==> config.mk <==
export PLATFORM = sky130hd
export DESIGN_NAME = uart_rx
export DESIGN_NICKNAME = d
export VERILOG_FILES = /design/src/rtl/uart_pkg.sv /design/src/rtl/uart_rx_sync.sv /design/src/rtl/uart_rx.sv
export SDC_FILE = /design/constraint.sdc
export NUM_CORES = 1
export LEC_CHECK = 0
export ABC_AREA = 1
export BUFFER_PORTS_ARGS = -buffer_cell sky130_fd_sc_hd__buf_4
export CORE_MARGIN = 1.5
export CORE_UTILIZATION = 50
export CTS_BUF_LIST = sky130_fd_sc_hd__clkbuf_8 sky130_fd_sc_hd__clkbuf_16
export CTS_CLUSTER_SIZE = 12
export DETAILED_ROUTE_END_ITERATION = 10
export PLACE_DENSITY_LB_ADDON = 0.05
export SETUP_SLACK_MARGIN = 0.02
export SLEW_MARGIN = 20
export SYNTH_ARGS = -nofsm -noshare
export SYNTH_HDL_FRONTEND = slang
export SYNTH_SLANG_ARGS = --single-unit
==> constraint.sdc <==
create_clock -name CLK -period 1.6 [get_ports CLK]
set_clock_uncertainty 0.15 [all_clocks]
set_input_delay 0.16 -clock CLK [delete_from_list [all_inputs] [get_ports CLK]]
set_output_delay 0.16 -clock CLK [all_outputs]
set_load 0.02 [all_outputs]
==> src/rtl/uart_pkg.sv <==
// Shared definitions for the UART receive path: FSM states, data width and
// the default bit period.
package uart_pkg;

  localparam int CLKS_PER_BIT_DEF = 16;
  localparam int DATA_W           = 8;

  typedef enum logic [2:0] {
    IDLE,
    START,
    DATA,
    STOP,
    DONE
  } rx_state_e;

endpackage

==> src/rtl/uart_rx_sync.sv <==
// Two-flop synchronizer for the asynchronous serial input.
module uart_rx_sync (
  input  logic clk,
  input  logic reset,
  input  logic d,
  output logic q
);

  logic meta;

  // NOTE: both flops reset to 1 (line idle) so leaving reset never looks like a start bit.
  always_ff @(posedge clk) begin
    if (reset) begin
      meta <= 1'b1;
      q    <= 1'b1;
    end else begin
      meta <= d;
      q    <= meta;
    end
  end

endmodule

==> src/rtl/uart_rx.sv <==
// 8N1 UART receiver sampling mid-bit on a CLKS_PER_BIT-cycle bit period.
// Define UART_RX_FERR_EN to add the RX_ERR pulse for framing errors and start glitches.
module uart_rx
  import uart_pkg::*;
#(
  parameter int CLKS_PER_BIT = CLKS_PER_BIT_DEF
) (
  input  logic              CLK,
  input  logic              RESET,
  input  logic              RX,
  output logic              RX_DONE,
  output logic [DATA_W-1:0] RX_DATA
`ifdef UART_RX_FERR_EN
  ,
  output logic              RX_ERR
`endif
);

  localparam int CNT_W = $clog2(CLKS_PER_BIT);
  localparam logic [CNT_W-1:0] CNT_HALF = CNT_W'(CLKS_PER_BIT / 2);
  localparam logic [CNT_W-1:0] CNT_LAST = CNT_W'(CLKS_PER_BIT - 1);

  if ((CLKS_PER_BIT < 4) || (CLKS_PER_BIT % 2 != 0)) begin : g_bad_clks_per_bit
    $error("uart_rx: CLKS_PER_BIT must be even and at least 4");
  end

  rx_state_e         state;
  logic [CNT_W-1:0]  cnt;
  logic [2:0]        bit_idx;
  logic [DATA_W-1:0] shift_reg;
  logic              line;

  uart_rx_sync u_sync (
    .clk   (CLK),
    .reset (RESET),
    .d     (RX),
    .q     (line)
  );

  // NOTE: one registered FSM; every state bit and output uses non-blocking assignments.
  always_ff @(posedge CLK) begin
    if (RESET) begin
      state     <= IDLE;
      cnt       <= '0;
      bit_idx   <= '0;
      shift_reg <= '0;
      RX_DATA   <= '0;
      RX_DONE   <= 1'b0;
    end else begin
      RX_DONE <= 1'b0;
      unique case (state)
        IDLE: begin
          if (!line) begin
            state <= START;
            cnt   <= '0;
          end
        end

        // Start bit is re-checked one count past its half period; a high line is a glitch.
        START: begin
          if (cnt == CNT_HALF) begin
            cnt     <= '0;
            bit_idx <= '0;
            state   <= line ? IDLE : DATA;
          end else begin
            cnt <= cnt + CNT_W'(1);
          end
        end

        DATA: begin
          if (cnt == CNT_LAST) begin
            cnt                <= '0;
            shift_reg[bit_idx] <= line;
            bit_idx            <= bit_idx + 3'd1;
            if (bit_idx == 3'd7) begin
              state <= STOP;
            end
          end else begin
            cnt <= cnt + CNT_W'(1);
          end
        end

        // A low stop bit drops the frame and leaves RX_DATA untouched.
        STOP: begin
          if (cnt == CNT_LAST) begin
            cnt <= '0;
            if (line) begin
              state   <= DONE;
              RX_DATA <= shift_reg;
              RX_DONE <= 1'b1;
            end else begin
              state <= IDLE;
            end
          end else begin
            cnt <= cnt + CNT_W'(1);
          end
        end

        DONE: begin
          state <= IDLE;
        end

        default: begin
          state <= IDLE;
        end
      endcase
    end
  end

`ifdef UART_RX_FERR_EN
  // Pulses on the same edge the FSM abandons the frame back to IDLE.
  always_ff @(posedge CLK) begin
    if (RESET) begin
      RX_ERR <= 1'b0;
    end else begin
      RX_ERR <= ((state == START) && (cnt == CNT_HALF) && line) ||
                ((state == STOP)  && (cnt == CNT_LAST) && !line);
    end
  end
`endif

endmodule

======== Word-level counts from Yosys, hierarchy flattened ========
Cells that the tools add are included.
storage, ports and cells
  flip-flop bits (word level) ............. 29
  bits in latches ......................... 0
  memory bits (writable) .................. 0
  bits in read-only memories .............. 0
  input bits .............................. 3
  output and inout bits ................... 9
  logic and storage cells ................. 55
  memories ................................ 0
cells by class
  $add $sub $neg .......................... 2
  $mul .................................... 0
  divide/modulo/power cells ............... 0
  order comparisons ....................... 2
  equal/unequal tests ..................... 11
  shift operators ......................... 0
  muxes and demuxes ....................... 19
  bitwise logic cells ..................... 2
  reduce and logical (&&, ||, !) cells .... 11
operator list
  operator             count
  $mux 3               8
  $mux 4               3
  $pmux 3 s4           1
  $pmux 4 s3           1
  $ne 2x2->1 const B   5
  $bwmux 8             1
  $eq 4x4->1 const B   2
  $eq 3x2->1 const B   2
  $pmux 3 s2           1
  $reduce_and 3->1     2
  $reduce_and 5->1     1
  $add 4x1->4 const B  1
  $lt 3x4->1 const B   1
  $reduce_and 2->1     2
  $add 3x1->3 const B  1
  $demux 1 s3          1
  $eq 3x1->1 const B   1
  $eq 3x3->1 const B   1
  $ge 3x1->1 const B   1
  $logic_not 3->1      1
  $reduce_bool 3->1    1
  $reduce_or 3->1      1
  $mux 1               2
  $mux 2               1
  4 further kinds      5

======== Depth between registers and ports, before layout ========
Gate-level depths: netlist of run 1.
  word-level depth ........................ 5
  gate-level depth with buffers ........... 8
  mapped depth without buffers ............ 8

======== Cells and area by module ========
Synthesis of run 1 repeated with hierarchy kept, for this count alone.
second synthesis, totals
  cell total of the unflattened synthesis .. 195
  area total of the unflattened synthesis .. 1375.1 sq um
by module, submodules not included
  module        times used  cells each  area each (sq um)  seq. area each (sq um)
  uart_rx       1           188         1316.3             540.5
  uart_rx_sync  1           7           58.8               40.0

======== Least setup slack after synthesis of run 1 ========
Ideal clock, no wire load.
  path kind ............................... register to register
  start ................................... register cnt[1]
  end ..................................... register RX_DATA[2]
  setup time .............................. 132 ps
  arrival ................................. 1169 ps
  data required time ...................... 1318 ps
  slack ................................... 149 ps
  stages on the path, launching flop included .. 7
  path buffers ............................ 0
  clock period less this slack ............ 1451 ps
  path through ............................ dfxtp_1 -> ha_1 -> nand3_4 -> nor2_4 -> nand2_2 -> nand2_1 -> a21oi_1
on the way
  word-level cells in the longest chain between the ends .. 2
ends and longest elaborated chain
  item                        RTL line       source
  start: declaration          uart_rx.sv:28  logic [CNT_W-1:0] cnt;
  start signal: assignment    uart_rx.sv:66  cnt <= cnt + CNT_W'(1);
  start signal: assignment    uart_rx.sv:79  cnt <= cnt + CNT_W'(1);
  start signal: assignment    uart_rx.sv:95  cnt <= cnt + CNT_W'(1);
  $eq 4x4->1                  uart_rx.sv:85  if (cnt == CNT_LAST) begin
  $reduce_and 3->1 (no line)  --
  end signal: assignment      uart_rx.sv:89  RX_DATA <= shift_reg;
  end: declaration            uart_rx.sv:12  output logic [DATA_W-1:0] RX_DATA
Every way passes these cells.
A chain may end at the register's enable or synchronous reset.

======== Worst setup path after layout of run 1 ========
  start ................................... register cnt[1]
  end ..................................... register shift_reg[1]
on the way
  word-level cells in the longest chain between the ends .. 2
ends and longest elaborated chain
  item                            RTL line       source
  $eq 4x4->1                      uart_rx.sv:71  if (cnt == CNT_LAST) begin
  $reduce_and 2->1 (no line)      --
  end signal: indexed assignment  uart_rx.sv:73  shift_reg[bit_idx] <= line;
  end: declaration                uart_rx.sv:30  logic [DATA_W-1:0] shift_reg;
Every way passes these cells.

==> run_results.csv, run 1 <==
group,metric,value,unit
routing,routed_wl,2670,um
power_and_ir_drop,power_frac_comb,0.131,
finish,design_area,0.00169,mm2
sta,holdWs,10.4,ps
critical_path,worstPathRequired,1630,ps
synth,synth_area_per_cell,7.62,um2
finish,fin_nets,212,
grt,grt.overflow.total,0,
sta,max_slew.worst_pin.slew,344,ps
critical_path,cp.arrival,1500,ps
floorplan,die_w,56.1,um
grt,grt_use_total,0.200,
synth,ys_seq_elements,29,
finish,area_growth_syn_to_layout,20.0,%
power_and_ir_drop,power_density,1060,mW/mm2
cts,cts-root-buf,"clkbuf_8",
critical_path,crit_start,"cnt[1]$_SDFFE_PP0P_",
floorplan,rows,19,
synth,synth_cell_types,28,
critical_path,crit_type,"flop to flop",
routing,drt-initial-drc-count,37,
finish,fillers,238,
power_and_ir_drop,p_total,1.80,mW
routing,ant_nets,0,
cts,clk_pin_slew,60,ps
routing,vias,1194,
power_and_ir_drop,pwr-share-seq,0.438,
critical_path,reg2reg_from,"cnt[1]$_SDFFE_PP0P_",
power_and_ir_drop,switching_share,0.259,
synth,synth_warnings,0,
synth,synth.most_common_cell,"nand2_1",
finish,diodes,0,
placed_design,dp_hpwl,1950,um
cts,htree_num_levels,2,
sta,fin_setup_tns,0,ps
sta,rsz0062_at_grt,"no",
sta,relSlewSlack,0.770,
power_and_ir_drop,intPower,1.33,mW
power_and_ir_drop,pwr-share-clk,0.431,
sta,final.setup.worst_slack,125,ps
routing,drc,0,
floorplan,die-area,0.00315,mm2
sta,drv_slew,0,
cts,cts_tree,"yes",
finish,drive_above_1_share,0.257,
synth,async_reset_ff_frac,0,
grt,grt_pass1_wl,4840,um
grt,antenna_found_initial,0,
sta,min_period,1470,ps
placed_design,numPlacedInstances,228,
routing,vias_per_cell,5.04,
synth,synth_area,0.00141,mm2
grt,grt_max_degree,15,
finish,utilization,0.624,
worst_hold_path,holdCritPathClass,"input port to flop",
critical_path,cp_max_fo,5,
sta,hold_violations,0,
cts,cts.sinks,29,
cts,clk_latency,280,ps
floorplan,core,0.00271,mm2
synth,synthDominantAreaCellType,"dfxtp_1",
run_status,run_status,"finished clean",
placed_design,dp_slack,60.6,ps
power_and_ir_drop,ir_worst_vdd,0.000942,V
placed_design,gp_routability_congestion,0.806,
routing,wl_per_cell,11.3,um
routing,drtPass1Iterations,4,
grt,grt_pass1_vias,1129,
finish,finalNonFillerCells,237,
power_and_ir_drop,power.switching,465,uW
critical_path,cp-end-kind,"flop",
worst_hold_path,min_from,"RESET",
synth,synth-main-ff-cell,"dfxtp_1",
floorplan,die_h,56.1,um
synth,synth_top_area_share,0.412,
synth,synth.top_cells.by_count,"nand2_1 (39), dfxtp_1 (29), nor2_1 (23), nand3_1 (19)",
sta,min_period_over_period,0.922,
power_and_ir_drop,leakagePower,0.728,nW
floorplan,io_pins,12,
critical_path,critPathLaunchType,"flop",
synth,syn_inst,185,
placed_design,io_buffers,11,
sta,max_freq,678,MHz
job,max_cap_violations,0,
cts,cts_made_buffers,5,
placed_design,placed_cell_area,0.00155,mm2
synth,yosysSeqAreaShare,0.412,
floorplan,initial_core_util,0.520,
cts,cts_buffer_depth,2,
synth,synth_edf_count,0,
synth,yosys-top-cells-area,"dfxtp_1 (41%), nand2_1 (10%), nand3_1 (6.7%), nor2_1 (6.1%), a21oi_1 (5.3%)",
sta,setup_viol,0,
synth,syn-num-nets,192,
[cell families (layout without fill, tap and decap cells)]
group / count (synthesis) / count (layout) / share of synthesized area
DFF: 29 / 29 / 0.412
and+or+nand+nor: 105 / 105 / 0.383
buffers and inverters: 22 / 43 / 0.0612
adders and majority gates: 4 / 4 / 0.0355
xor gates and xnor gates: 2 / 2 / 0.0124
AOI/OAI and AO/OA: 23 / 23 / 0.0958
[cell type report]
class	instances	area [um2]	area share
flip-flops and latches	29	583	0.345
inverters	18	67.6	0.0399
repair buffers	17	130	0.0769
multi-input cells	134	756	0.447
clock inverters	2	33.8	0.0200
clock buffers	6	82.6	0.0488
well taps	31	38.8	0.0229
[power by group through the flow]
stage | Clock [mW] | Combinational (mW) | Sequential [mW]
after floorplan | 0 | 0.187 | 0.792
after global placement | 0 | 0.228 | 0.797
after detailed placement | 0 | 0.233 | 0.798
after CTS | 0.791 | 0.236 | 0.782
after global routing | 0.829 | 0.277 | 0.790
final | 0.776 | 0.235 | 0.788
[metal layers]
metal / wire length, um / part of all wire / vias to the layer above / global-route usage
met5: 0 / 0 / - / 0
met4: 43 / 0.016 / 0 / 0.0816
met3: 129 / 0.048 / 6 / 0.0791
met2: 1170 / 0.44 / 25 / 0.303
met1: 1330 / 0.50 / 531 / 0.255
li1: - / - / 632 / -
[layout by cell type (no fill, tap or decap), drive strengths merged, types with 2 or more instances in the layout]
master	instances
inv	18
buf	16
dfxtp	29
o21bai	2
nor2	32
nand3	22
clkbuf	6
o21ai	4
nand2	46
a21oi	15
or2	2
nor3	2
ha	4
[critical path: stages (launching register included)]
cell	delay, ps
dfxtp_2	380
ha_4	160
nand3_4	150
nor2_8	180
nand2_4	90
nor2_2	100
nand2_1	60
nand2_1	50
nor2_1	40
[what timing repair did]
item                                    CTS  global route
hold endpoints to repair                  1             0
endpoints found under the setup margin    0            20
buffers inserted                          0             0
resized for setup                         0             5
hold buffers                              1             0
[final timing paths]
check	slack (ps)	depth (start not counted)	endpoint
setup / recovery	130	8	shift_reg[1]$_SDFFE_PP0P_
hold / removal	10	2	cnt[3]$_SDFFE_PP0P_
setup reg to reg	130	8	shift_reg[1]$_SDFFE_PP0P_
hold reg to reg	260	1	u_sync.q$_SDFF_PP1_
Power figures use the tool's default switching activity.
==> inputs of run 2 (changes only) <==
--- a/config.mk
+++ b/config.mk
@@ -19,2 +19,3 @@
 export SYNTH_HDL_FRONTEND = slang
+export SYNTH_HIERARCHICAL = 1
 export SYNTH_SLANG_ARGS = --single-unit
==> constraint.sdc (replaced) <==
create_clock -name CLK -period 1.6 [get_ports CLK]
set_clock_uncertainty 0.15 [all_clocks]
set_input_delay 0.32 -clock CLK [delete_from_list [all_inputs] [get_ports CLK]]
set_output_delay 0.32 -clock CLK [all_outputs]
set_load 0.02 [all_outputs]
==> run 2 against run 1 <==
  * Power increased by 20%
  * Non-clock buffer count decreased by 2
  * Maximum frequency decreased by 0.99%
  * Hold slack improved by 62 ps
  * Highest routed layer unchanged
==> run_results.csv, run 2 <==
group,metric,value,unit
sta,min_period,1490,ps
sta,hold_violations,0,
synth,synth_edf_count,0,
sta,relSlewSlack,0.800,
finish,fin_nets,219,
synth,synth_top_family_by_area,"simple AND/OR/NAND/NOR gates",
cts,cts_buffer_depth,2,
floorplan,rows,18,
cts,htree_num_levels,2,
floorplan,die_w,55.4,um
sta,max_slew.worst_pin.slew,300,ps
sta,rsz0062_at_grt,"yes",
synth,synth_area_per_cell,7.05,um2
critical_path,worstPathRequired,1630,ps
grt,grt_max_degree,17,
synth,synth_cell_types,22,
power_and_ir_drop,ir_worst_vdd,0.00127,V
synth,synthDominantAreaCellType,"dfxtp_1",
synth,synth_top_area_share,0.422,
routing,drtPass1Iterations,4,
sta,setup_viol,0,
cts,cts-root-buf,"clkbuf_8",
synth,synth.most_common_cell,"nor2_1",
synth,synthSimpleGateAreaFrac,0.353,
routing,wl_per_cell,11.3,um
critical_path,crit_start,"cnt[1]$_SDFFE_PP0P_",
synth,synth-compound-area-share,0.0974,
placed_design,io_buffers,11,
floorplan,die-area,0.00307,mm2
cts,clk_pin_slew,60,ps
finish,utilization,0.643,
floorplan,core,0.00254,mm2
power_and_ir_drop,p_total,2.15,mW
floorplan,io_pins,12,
cts,cts_made_buffers,5,
synth,syn_inst,195,
job,max_cap_violations,0,
critical_path,critPathLaunchType,"flop",
routing,vias_per_cell,5.05,
synth,ys_seq_elements,29,
routing,vias,1226,
finish,diodes,0,
synth,syn-num-nets,202,
synth,synth.top_cells.by_count,"nor2_1 (42), nand2_1 (34), dfxtp_1 (29), inv_1 (20), o21ai_0 (13)",
grt,grt.overflow.total,0,
synth,yosys-top-cells-area,"dfxtp_1 (42%), nor2_1 (11%), nand2_1 (9.3%), inv_1 (5.5%), o21ai_0 (4.7%)",
sta,holdWs,71.9,ps
finish,final_common_cell,"nor2_1",
synth,yosys.area_share.adder,0.0364,
sta,drv_slew,0,
critical_path,r2r_slack,110,ps
sta,max_freq,671,MHz
finish,layout_common_cells,"nor2_1 (42), nand2_1 (34), dfxtp_1 (29)",
routing,ant_nets,0,
synth,synth_xor_area_frac,0.00637,
floorplan,die_h,55.4,um
critical_path,cp_max_fo,10,
synth,synth-main-ff-cell,"dfxtp_1",
grt,grt_use_total,0.206,
grt,grt_pass1_wl,4890,um
cts,cts_tree,"yes",
worst_hold_path,holdCritPathClass,"input port to flop",
synth,synth_warnings,6,
routing,drc,0,
critical_path,cp.arrival,1520,ps
synth,yosysSeqAreaShare,0.422,
grt,antenna_found_initial,0,
cts,clk_latency,280,ps
finish,drive_above_1_share,0.178,
run_status,run_status,"finished clean",
placed_design,numPlacedInstances,235,
grt,grt_pass1_vias,1122,
sta,min_period_over_period,0.931,
critical_path,reg2reg_from,"cnt[1]$_SDFFE_PP0P_",
critical_path,cp-endpoint,"RX_DATA[5]$_SDFFE_PP0P_",
power_and_ir_drop,power_density,1310,mW/mm2
critical_path,r2r-end,"RX_DATA[5]$_SDFFE_PP0P_",
critical_path,cp-end-kind,"flop",
cts,cts.sinks,29,
placed_design,dp_hpwl,2090,um
finish,area_growth_syn_to_layout,19.0,%
floorplan,initial_core_util,0.540,
sta,fin_setup_tns,0,ps
critical_path,crit_type,"flop to flop",
synth,synth_area,0.00138,mm2
power_and_ir_drop,leakagePower,0.748,nW
synth,muxShareOfSynthArea,0,
synth,async_reset_ff_frac,0,
routing,drt-initial-drc-count,39,
placed_design,gp_routability_congestion,0.818,
routing,routed_wl,2740,um
critical_path,worst-r2r-cell-count,6,
finish,finalNonFillerCells,243,
## run 2: changes by cell type after synthesis, moves of 3 or more
cell / change
inv_1: +5
nand4_1: +5
nand3_1: -7
nand2_1: -5
o21ai_0: +10
a21oi_1: -3
nor2_1: +19
## run 2: logic make-up after synthesis
| group | count (synthesis) |
|---|---|
| AOI/OAI and AO/OA | 26 |
| xor gates and xnor gates | 1 |
| adders and majority gates | 4 |
| buffers and inverters | 28 |
| DFF | 29 |
| and+or+nand+nor | 107 |
## run 2: timing repair
item	4_1_cts	5_1_grt
hold buffers	0	0
endpoints found under the setup margin	0	13
resized for setup	0	8
buffers inserted	0	0
## run 2: final cells by class
class / instances / area [um2]
Fill cell: 236 / 908
Multi-Input combinational cell: 138 / 686
Sequential cell: 29 / 581
Timing Repair Buffer: 15 / 125
Inverter: 23 / 91.3
Clock buffer: 6 / 82.6
Tap cell: 30 / 37.5
Clock inverter: 2 / 33.8
## run 2: critical path: stages, from the launching register on
cell     delay, ps
dfxtp_1        370
ha_2           240
nand3_4        130
inv_1          150
nand2_4        110
o21ai_0        190
nor2_1          60
## run 2: per-stage QoR
stage / setup WS (ps) / area (um2)
after floorplan: 182 / 1380
after CTS: 30.2 / 1630
after global placement: 113 / 1510
final: 111 / 1640
after global routing: 8.11 / 1640
after detailed placement: 36.5 / 1510
## run 2: worst min path at each step
stage / startpoint / end / slack (ps) / cells past startpoint
2_1_floorplan: u_sync/meta$_SDFF_PP1_ / u_sync/q$_SDFF_PP1_ / 230 / 2
3_3_place_gp: u_sync/meta$_SDFF_PP1_ / u_sync/q$_SDFF_PP1_ / 240 / 2
3_5_place_dp: u_sync/meta$_SDFF_PP1_ / u_sync/q$_SDFF_PP1_ / 250 / 2
4_1_cts: RX / u_sync/meta$_SDFF_PP1_ / 70 / 3
5_1_grt: RX / u_sync/meta$_SDFF_PP1_ / 70 / 3
6_report: RX / u_sync/meta$_SDFF_PP1_ / 70 / 3
## run 2: where the power goes
group | switching [mW] | total (mW) | internal, mW
clock | 0.270 | 0.771 | 0.500
sequential | 0.0762 | 0.861 | 0.785
combinational | 0.339 | 0.519 | 0.181
## run 2: metal layers
layer / part of all wire / vias to the layer above / global-route usage
met5: 0 / - / 0
met4: 0.019 / 0 / 0.108
met3: 0.060 / 5 / 0.0749
met2: 0.44 / 33 / 0.296
met1: 0.48 / 532 / 0.269
li1: - / 656 / -
